File: config.mk
export PLATFORM = sky130hd
export DESIGN_NAME = m_ext_unit
export DESIGN_NICKNAME = d
export VERILOG_FILES = /design/src/rtl/arvi_m_pkg.sv /design/src/rtl/m_div_iter.sv /design/src/rtl/m_ext_unit.sv
export SDC_FILE = /design/constraint.sdc
export NUM_CORES = 2
export LEC_CHECK = 0
export ABC_CLOCK_PERIOD_IN_PS = 5250
export BUFFER_PORTS_ARGS = -buffer_cell sky130_fd_sc_hd__buf_2
export CELL_PAD_IN_SITES_DETAIL_PLACEMENT = 1
export CELL_PAD_IN_SITES_GLOBAL_PLACEMENT = 1
export CORE_ASPECT_RATIO = 0.7
export CORE_UTILIZATION = 51
export CTS_CLUSTER_DIAMETER = 200
export DETAILED_ROUTE_END_ITERATION = 8
export MAX_ROUTING_LAYER = met4
export PLACE_DENSITY = 0.93
export SYNTH_ARGS = -nofsm -noshare
export SYNTH_HDL_FRONTEND = slang
export SYNTH_SLANG_ARGS = --single-unit
export TNS_END_PERCENT = 10
File: constraint.sdc
create_clock -name i_clk -period 5.25 [get_ports i_clk]
set_input_delay 0.7875 -clock i_clk [delete_from_list [all_inputs] [get_ports i_clk]]
set_output_delay 0.7875 -clock i_clk [all_outputs]
set_load 0.02 [all_outputs]
File: src/rtl/arvi_m_pkg.sv
// Shared types and helpers for the external RV32M multiply/divide unit.
package arvi_m_pkg;

    localparam int unsigned XLEN   = 32;
    localparam int unsigned M_ITER = 32;

    typedef enum logic [2:0] {
        OP_MUL    = 3'b000,
        OP_MULH   = 3'b001,
        OP_MULHSU = 3'b010,
        OP_MULHU  = 3'b011,
        OP_DIV    = 3'b100,
        OP_DIVU   = 3'b101,
        OP_REM    = 3'b110,
        OP_REMU   = 3'b111
    } m_op_t;

    typedef enum logic [1:0] {
        S_IDLE,
        S_BUSY,
        S_FIN,
        S_DONE
    } m_state_t;

    function automatic logic [XLEN-1:0] mag(input logic [XLEN-1:0] v,
                                            input logic s);
        return s ? (~v + 1'b1) : v;
    endfunction

endpackage

File: src/rtl/m_div_iter.sv
// One step of an unsigned restoring divider.
module m_div_iter
    import arvi_m_pkg::*;
(
    input  logic [XLEN-1:0] rem_i,
    input  logic [XLEN-1:0] quo_i,
    input  logic [XLEN-1:0] div_i,
    output logic [XLEN-1:0] rem_o,
    output logic [XLEN-1:0] quo_o
);

    logic [XLEN:0] shl;
    logic [XLEN:0] diff;

    always_comb begin
        shl  = {rem_i, quo_i[XLEN-1]};
        diff = shl - {1'b0, div_i};
        if (!diff[XLEN]) begin
            rem_o = diff[XLEN-1:0];
            quo_o = {quo_i[XLEN-2:0], 1'b1};
        end else begin
            rem_o = shl[XLEN-1:0];
            quo_o = {quo_i[XLEN-2:0], 1'b0};
        end
    end

endmodule

File: src/rtl/m_ext_unit.sv
// Iterative RV32M responder: latches one request, runs 32 shift-add or
// shift-subtract steps, then pulses ack with the registered result.
module m_ext_unit
    import arvi_m_pkg::*;
#(
    parameter bit FAST_MUL = 1'b0
) (
    input  logic            i_clk,
    input  logic            i_rst,
    input  logic            i_en,
    input  logic [XLEN-1:0] i_rs1,
    input  logic [XLEN-1:0] i_rs2,
    input  logic [2:0]      i_f3,
    output logic [XLEN-1:0] o_res,
    output logic            o_ack
);

    localparam logic [4:0] LAST = 5'(M_ITER - 1);

    m_state_t        state_q, state_d;
    m_op_t           op_q, op_d;
    logic [4:0]      cnt_q, cnt_d;
    logic [XLEN-1:0] m_q, m_d;
    logic [XLEN-1:0] hi_q, hi_d;
    logic [XLEN-1:0] lo_q, lo_d;
    logic            pneg_q, pneg_d;
    logic            rneg_q, rneg_d;
    logic [XLEN-1:0] res_q, res_d;

    m_op_t           op_in;
    logic            s1, s2;
    logic [XLEN-1:0] a_mag, b_mag;
    logic            div_zero, ovf, fast_hit;
    logic [63:0]     fprod;
    logic [XLEN-1:0] fast_res;
    logic [XLEN:0]   sum;
    logic [XLEN-1:0] dv_rem, dv_quo;
    logic [63:0]     prod_s;
    logic [XLEN-1:0] quo_s, rem_s, fin_res;

    m_div_iter u_div (
        .rem_i (hi_q),
        .quo_i (lo_q),
        .div_i (m_q),
        .rem_o (dv_rem),
        .quo_o (dv_quo)
    );

    // Operand signedness follows the op; MULHSU never treats rs2 as negative.
    always_comb begin
        op_in = m_op_t'(i_f3);
        s1 = i_rs1[XLEN-1] &
             (op_in inside {OP_MUL, OP_MULH, OP_MULHSU, OP_DIV, OP_REM});
        s2 = i_rs2[XLEN-1] &
             (op_in inside {OP_MUL, OP_MULH, OP_DIV, OP_REM});
        a_mag = mag(i_rs1, s1);
        b_mag = mag(i_rs2, s2);
        div_zero = op_in[2] && (i_rs2 == '0);
        ovf = (op_in inside {OP_DIV, OP_REM}) &&
              (i_rs1 == 32'h8000_0000) && (i_rs2 == '1);
        fast_hit = div_zero || ovf || (FAST_MUL && !op_in[2]);
        fprod = {32'b0, a_mag} * {32'b0, b_mag};
        if (s1 ^ s2) fprod = ~fprod + 64'd1;
        if (div_zero)
            fast_res = (op_in inside {OP_DIV, OP_DIVU}) ? '1 : i_rs1;
        else if (ovf)
            fast_res = (op_in == OP_DIV) ? 32'h8000_0000 : '0;
        else if (op_in == OP_MUL)
            fast_res = fprod[31:0];
        else
            fast_res = fprod[63:32];
    end

    always_comb begin
        sum    = {1'b0, hi_q} + (lo_q[0] ? {1'b0, m_q} : '0);
        prod_s = {hi_q, lo_q};
        if (pneg_q) prod_s = ~prod_s + 64'd1;
        quo_s = mag(lo_q, pneg_q);
        rem_s = mag(hi_q, rneg_q);
        unique case (op_q)
            OP_MUL:                        fin_res = prod_s[31:0];
            OP_MULH, OP_MULHSU, OP_MULHU:  fin_res = prod_s[63:32];
            OP_DIV, OP_DIVU:               fin_res = quo_s;
            default:                       fin_res = rem_s;
        endcase
    end

    always_comb begin
        state_d = state_q;
        op_d    = op_q;
        cnt_d   = cnt_q;
        m_d     = m_q;
        hi_d    = hi_q;
        lo_d    = lo_q;
        pneg_d  = pneg_q;
        rneg_d  = rneg_q;
        res_d   = res_q;
        unique case (state_q)
            S_IDLE: begin
                if (i_en) begin
                    op_d   = op_in;
                    cnt_d  = '0;
                    hi_d   = '0;
                    pneg_d = s1 ^ s2;
                    rneg_d = s1;
                    m_d    = op_in[2] ? b_mag : a_mag;
                    lo_d   = op_in[2] ? a_mag : b_mag;
                    if (fast_hit) begin
                        res_d   = fast_res;
                        state_d = S_DONE;
                    end else begin
                        state_d = S_BUSY;
                    end
                end
            end
            S_BUSY: begin
                if (!i_en) begin
                    state_d = S_IDLE;
                end else begin
                    if (op_q[2]) begin
                        hi_d = dv_rem;
                        lo_d = dv_quo;
                    end else begin
                        hi_d = sum[XLEN:1];
                        lo_d = {sum[0], lo_q[XLEN-1:1]};
                    end
                    cnt_d = cnt_q + 5'd1;
                    if (cnt_q == LAST) state_d = S_FIN;
                end
            end
            S_FIN: begin
                res_d   = fin_res;
                state_d = S_DONE;
            end
            default: state_d = S_IDLE;
        endcase
    end

    always_ff @(posedge i_clk or negedge i_rst) begin
        if (!i_rst) begin
            state_q <= S_IDLE;
            op_q    <= OP_MUL;
            cnt_q   <= '0;
            m_q     <= '0;
            hi_q    <= '0;
            lo_q    <= '0;
            pneg_q  <= 1'b0;
            rneg_q  <= 1'b0;
            res_q   <= '0;
        end else begin
            state_q <= state_d;
            op_q    <= op_d;
            cnt_q   <= cnt_d;
            m_q     <= m_d;
            hi_q    <= hi_d;
            lo_q    <= lo_d;
            pneg_q  <= pneg_d;
            rneg_q  <= rneg_d;
            res_q   <= res_d;
        end
    end

    assign o_ack = (state_q == S_DONE);
    assign o_res = o_ack ? res_q : '0;

endmodule
==> impl_metrics.csv, run 1 <==
group,metric,value,unit
die,die_w,348,um
die,initial_core_util,0.518,
clock_network,cts_buffer_depth,2,
placed_design,gp_congestion,1.15,
logic_synthesis,synth_top_area_cell,"fa_1",
outcome,status,"did not finish",
logic_synthesis,ys_async_sr_fraction,1.00,
logic_synthesis,synth.distinct_cells,87,
logic_synthesis,synth-edff-count,0,
logic_synthesis,synth-seq-cells,140,
logic_synthesis,synth_top_area_share,0.372,
placed_design,place_hpwl,199000,um
clock_network,cts_buffers,17,
logic_synthesis,syn-num-nets,6414,
die,rows,88,
logic_synthesis,synth.area.top_cells,"fa_1 (37%), dfrtp_1 (8.2%), inv_1 (7.4%)",
global_routing,grt_pass1_wl,551000,um
logic_synthesis,syn-cell-area,42800,um^2
global_routing,grt_pass1_vias,68900,
outcome,first-error,"[ERROR GRT-0116] Global routing finished with congestion. Check the congestion regions in the DRC Viewer.",
logic_synthesis,ys_warn_count,0,
placed_design,numPortBuffers,102,
clock_network,cts_hold_buf,0,
global_routing,gr-total-overflow,2206,
die,io_pins,103,
clock_network,cts-root-buf,"clkbuf_16",
global_routing,grt_usage,0.914,
logic_synthesis,syn_inst,5296,
die,chipHeight,244,um
logic_synthesis,ys.flop_type,"dfrtp_1",
logic_synthesis,synth_area_per_cell,8.08,um^2
global_routing,grt_max_degree,101,
clock_network,cts.sinks,140,
logic_synthesis,yosysSeqAreaShare,0.0819,
placed_design,dpl_cell_area,50200,um^2
outcome,haltStage,"5_1_grt",
clock_network,h-tree-depth,4,
## Yosys cell counts (31+ instances only)
cell      number
nor3_1        36
ha_1         252
dfrtp_1      140
a21oi_1      225
xor2_1       135
nand4_1       35
nand3_1       32
and3_1        45
inv_1        849
fa_1         796
a21o_1        51
o21ai_0      259
nand2_1      627
xnor2_1      157
clkbuf_1     309
a31oi_1       31
mux2i_1       61
nor2_1       780
## metrics by stage
| step | hold slack [ps] | instances | worst slack [ps] |
|---|---|---|---|
| after CTS | 244 | 6989 | -5160 |
| after detailed placement | 461 | 6923 | -6240 |
| after global placement | 455 | 6923 | -5440 |
| after floorplan | 441 | 5296 | -4740 |
## cells by family after synthesis
family / after synthesis / share of synthesized area
AO/OA/AOI/OAI: 824 / 0.118
XOR/XNOR: 292 / 0.0598
adder cells (fa/ha/maj): 1048 / 0.446
buffers and inverters: 1193 / 0.106
flip-flops: 140 / 0.0819
multiplexers: 68 / 0.0161
AND/OR/NAND/NOR: 1731 / 0.172
## per-layer routing
| layer | overflow | track usage |
|---|---|---|
| met5 | - | - |
| met1 | 121 | 0.889 |
| met3 | 132 | 0.797 |
| met2 | 1509 | 1.03 |
| met4 | 444 | 0.914 |
## repair_timing
action	CTS
setup buffers	33
setup endpoints to repair	6
resized for setup	185
gates cloned	1
pin swaps	99
==> run 2, diff against run 1 <==
==> config.mk (replaced) <==
export PLATFORM = sky130hd
export DESIGN_NAME = m_ext_unit
export DESIGN_NICKNAME = d
export VERILOG_FILES = /design/src/rtl/arvi_m_pkg.sv /design/src/rtl/m_div_iter.sv /design/src/rtl/m_ext_unit.sv
export SDC_FILE = /design/constraint.sdc
export NUM_CORES = 2
export LEC_CHECK = 0
export ABC_CLOCK_PERIOD_IN_PS = 5250
export BUFFER_PORTS_ARGS = -buffer_cell sky130_fd_sc_hd__buf_2
export CORE_UTILIZATION = 40
export DETAILED_ROUTE_END_ITERATION = 8
export PLACE_DENSITY_LB_ADDON = 0.15
export SYNTH_ARGS = -nofsm -noshare
export SYNTH_HDL_FRONTEND = slang
export SYNTH_SLANG_ARGS = --single-unit
export TNS_END_PERCENT = 10
==> run 2 against run 1 <==
Against the previous run:
- synthesized cell count unchanged
- synthesized area unchanged
- the flow now finishes, with violations (design-rule violations, negative setup slack)
==> impl_metrics.csv, run 2 <==
group,metric,value,unit
clock_network,cts-root-buf,"clkbuf_16",
clock_network,cts_buffer_depth,2,
drt,dr_total_vias,39700,
timing,setup_tns,-25260,ps
logic_synthesis,ys.flop_type,"dfrtp_1",
setup_path,critPathMaxFanout,5,
global_routing,gr-total-overflow,0,
global_routing,grt_max_degree,100,
placed_design,place_hpwl,151000,um
timing,rsz0062_at_grt,"yes",
die,rows,119,
timing,slew_viol_final,0,
drt,wl_per_cell,24.2,um
global_routing,grt_pass1_vias,40000,
placed_design,numPortBuffers,102,
die,coreArea,106000,um^2
setup_path,ff2ff_setup_slack,490,ps
drt,drtPass1Iterations,9,
global_routing,use_met3,0.0514,
placed_design,post-place-ws,-5480,ps
logic_synthesis,syn_inst,5296,
finish,fin_nets,7017,
setup_path,critical_path.top_delay_family,"adder cells",
clock_network,cts_buffers,17,
placed_design,gp_congestion,1.01,
logic_synthesis,ys_warn_count,0,
setup_path,endpoint_kind,"flop",
setup_path,slowest_stage,"fa_1",
drt,antenna_left,0,
timing,clock_skew,17.2,ps
logic_synthesis,synth.most_common_cell,"inv_1",
logic_synthesis,synth_top_area_cell,"fa_1",
setup_path,cp_data_required_time,5600,ps
timing,setup_viol,6,
global_routing,grt.busiest_layer,"met2",
die,io_pins,103,
timing,hold_viol_final,0,
setup_path,max_stage_delay,580,ps
logic_synthesis,synth.distinct_cells,87,
drt,drc,22,
placed_design,post-place-cells,7253,
clock_network,clk_latency,460,ps
timing,timing.final.crit_period,9880,ps
die,die_area,108000,um^2
setup_path,critPathArrivalTime,10220,ps
logic_synthesis,synth-seq-cells,140,
global_routing,grt_usage,0.332,
clock_network,cts.sinks,140,
die,initial_core_util,0.405,
global_routing,antenna_found_initial,6,
finish,fillerInstances,10500,
global_routing,use_met1,0.458,
setup_path,ff2ff_path_depth,15,
setup_path,r2r_start,"lo_q[0]",
finish,mostFrequentLayoutCells,"inv_1 (849), fa_1 (779), nor2_1 (776)",
finish,fin_util,0.498,
logic_synthesis,synthTopCellsByCount,"inv_1 (849), fa_1 (796), nor2_1 (780), nand2_1 (627), clkbuf_1 (309)",
logic_synthesis,synth-edff-count,0,
setup_path,worstSetupPathType,"in2reg",
timing,slew_headroom,0.264,
timing,fmax,101,MHz
logic_synthesis,syn-num-nets,6414,
logic_synthesis,yosysSeqAreaShare,0.0819,
logic_synthesis,synth.area.top_cells,"fa_1 (37%), dfrtp_1 (8.2%), inv_1 (7.4%)",
timing,tightest_slew,1100,ps
finish,synthToLayoutAreaGrowth,22.9,%
logic_synthesis,synth_area_per_cell,8.08,um^2
timing,period_share,1.88,
clock_network,h-tree-depth,4,
clock_network,clk_pin_slew,70,ps
finish,fin_cells,7306,
drt,vias_per_cell,5.44,
logic_synthesis,syn-cell-area,42800,um^2
finish,drive_above_1_share,0.197,
setup_path,cpMostUsedCell,"fa_1",
global_routing,grt_pass1_wl,263000,um
clock_network,cts_tree,"built",
drt,drt_iter0_markers,3525,
die,chipHeight,329,um
setup_path,timing.critical_path.buf_inv,9,
outcome,violations,"design-rule violations, negative setup slack",
global_routing,use_met2,0.535,
outcome,status,"finished, violations left",
logic_synthesis,synth_top_area_share,0.372,
logic_synthesis,ys_async_sr_fraction,1.00,
timing,fin_ws,-4630,ps
hold_path,hold_path_class,"in2async",
die,die_w,329,um
drt,finalWirelength,177000,um
setup_path,start_kind,"input port",
run,cap_violations,0,
setup_path,r2r-end,"hi_q[30]",
finish,layout_commonest_cell,"inv_1",
==> run 2: cell counts after synthesis <==
Identical to the previous run, type by type.
==> run 2: cells by family (layout without fill, tap and decap cells) <==
| family | Yosys count | after routing | share of synthesized area |
|---|---|---|---|
| and+or+nand+nor | 1731 | 1731 | 0.172 |
| buffers and inverters | 1193 | 1809 | 0.106 |
| adders and majority gates | 1048 | 1048 | 0.446 |
| AOI/OAI and AO/OA | 824 | 824 | 0.118 |
| xor gates and xnor gates | 292 | 292 | 0.0598 |
| DFF | 140 | 140 | 0.0819 |
| muxes | 68 | 68 | 0.0161 |
| other | 0 | 3 | 0 |
==> run 2: layout make-up <==
class / instances / area [um^2] / area share
clock inverters: 14 / 149 / 0.00283
clock buffers: 18 / 429 / 0.00816
inverters: 852 / 3200 / 0.0608
flip-flops and latches: 140 / 3510 / 0.0667
repair buffers: 925 / 7660 / 0.146
well taps: 1391 / 1740 / 0.0331
diodes: 3 / 7.51 / 0.000143
multi-input cells: 3963 / 35900 / 0.683
==> run 2: worst max path at each step <==
stage          startpoint         to  slack (ps)  cells after the start
3_5_place_dp    i_rs2[12]  res_q[15]       -5480                     32
6_report         i_rs1[5]   res_q[5]       -4630                     38
5_1_grt          i_rs1[5]  res_q[15]       -4900                     40
4_1_cts          i_rs1[5]   res_q[2]       -4530                     35
2_1_floorplan   i_rs2[12]  res_q[15]       -4740                     35
3_3_place_gp    i_rs2[12]  res_q[15]       -5330                     33
==> run 2: stage by stage <==
step,instance area [um^2],hold slack (ps)
6_report,52600,318
5_1_grt,52600,362
3_3_place_gp,51300,456
2_1_floorplan,43100,441
3_5_place_dp,51300,460
4_1_cts,52500,353
==> run 2: layer usage <==
metal | vias to the layer above | part of all wire
met4 | 4 | 0.037
met3 | 231 | 0.075
met1 | 20200 | 0.43
li1 | 17800 | -
met5 | - | 0.00012
met2 | 1526 | 0.46
==> run 2: repair_timing <==
| action | CTS | global route |
|---|---|---|
| pin swaps | 44 | 11 |
| gates cloned | 1 | 0 |
| buffers inserted | 16 | 1 |
| hold buffers | 0 | 0 |
| hold endpoints to repair | 0 | 0 |
| resized for setup | 107 | 19 |
| setup endpoints to repair | 6 | 6 |
Power of run 2 is not shown: default switching activity piles up to over one toggle a cycle in this logic, so the estimate is an artifact.
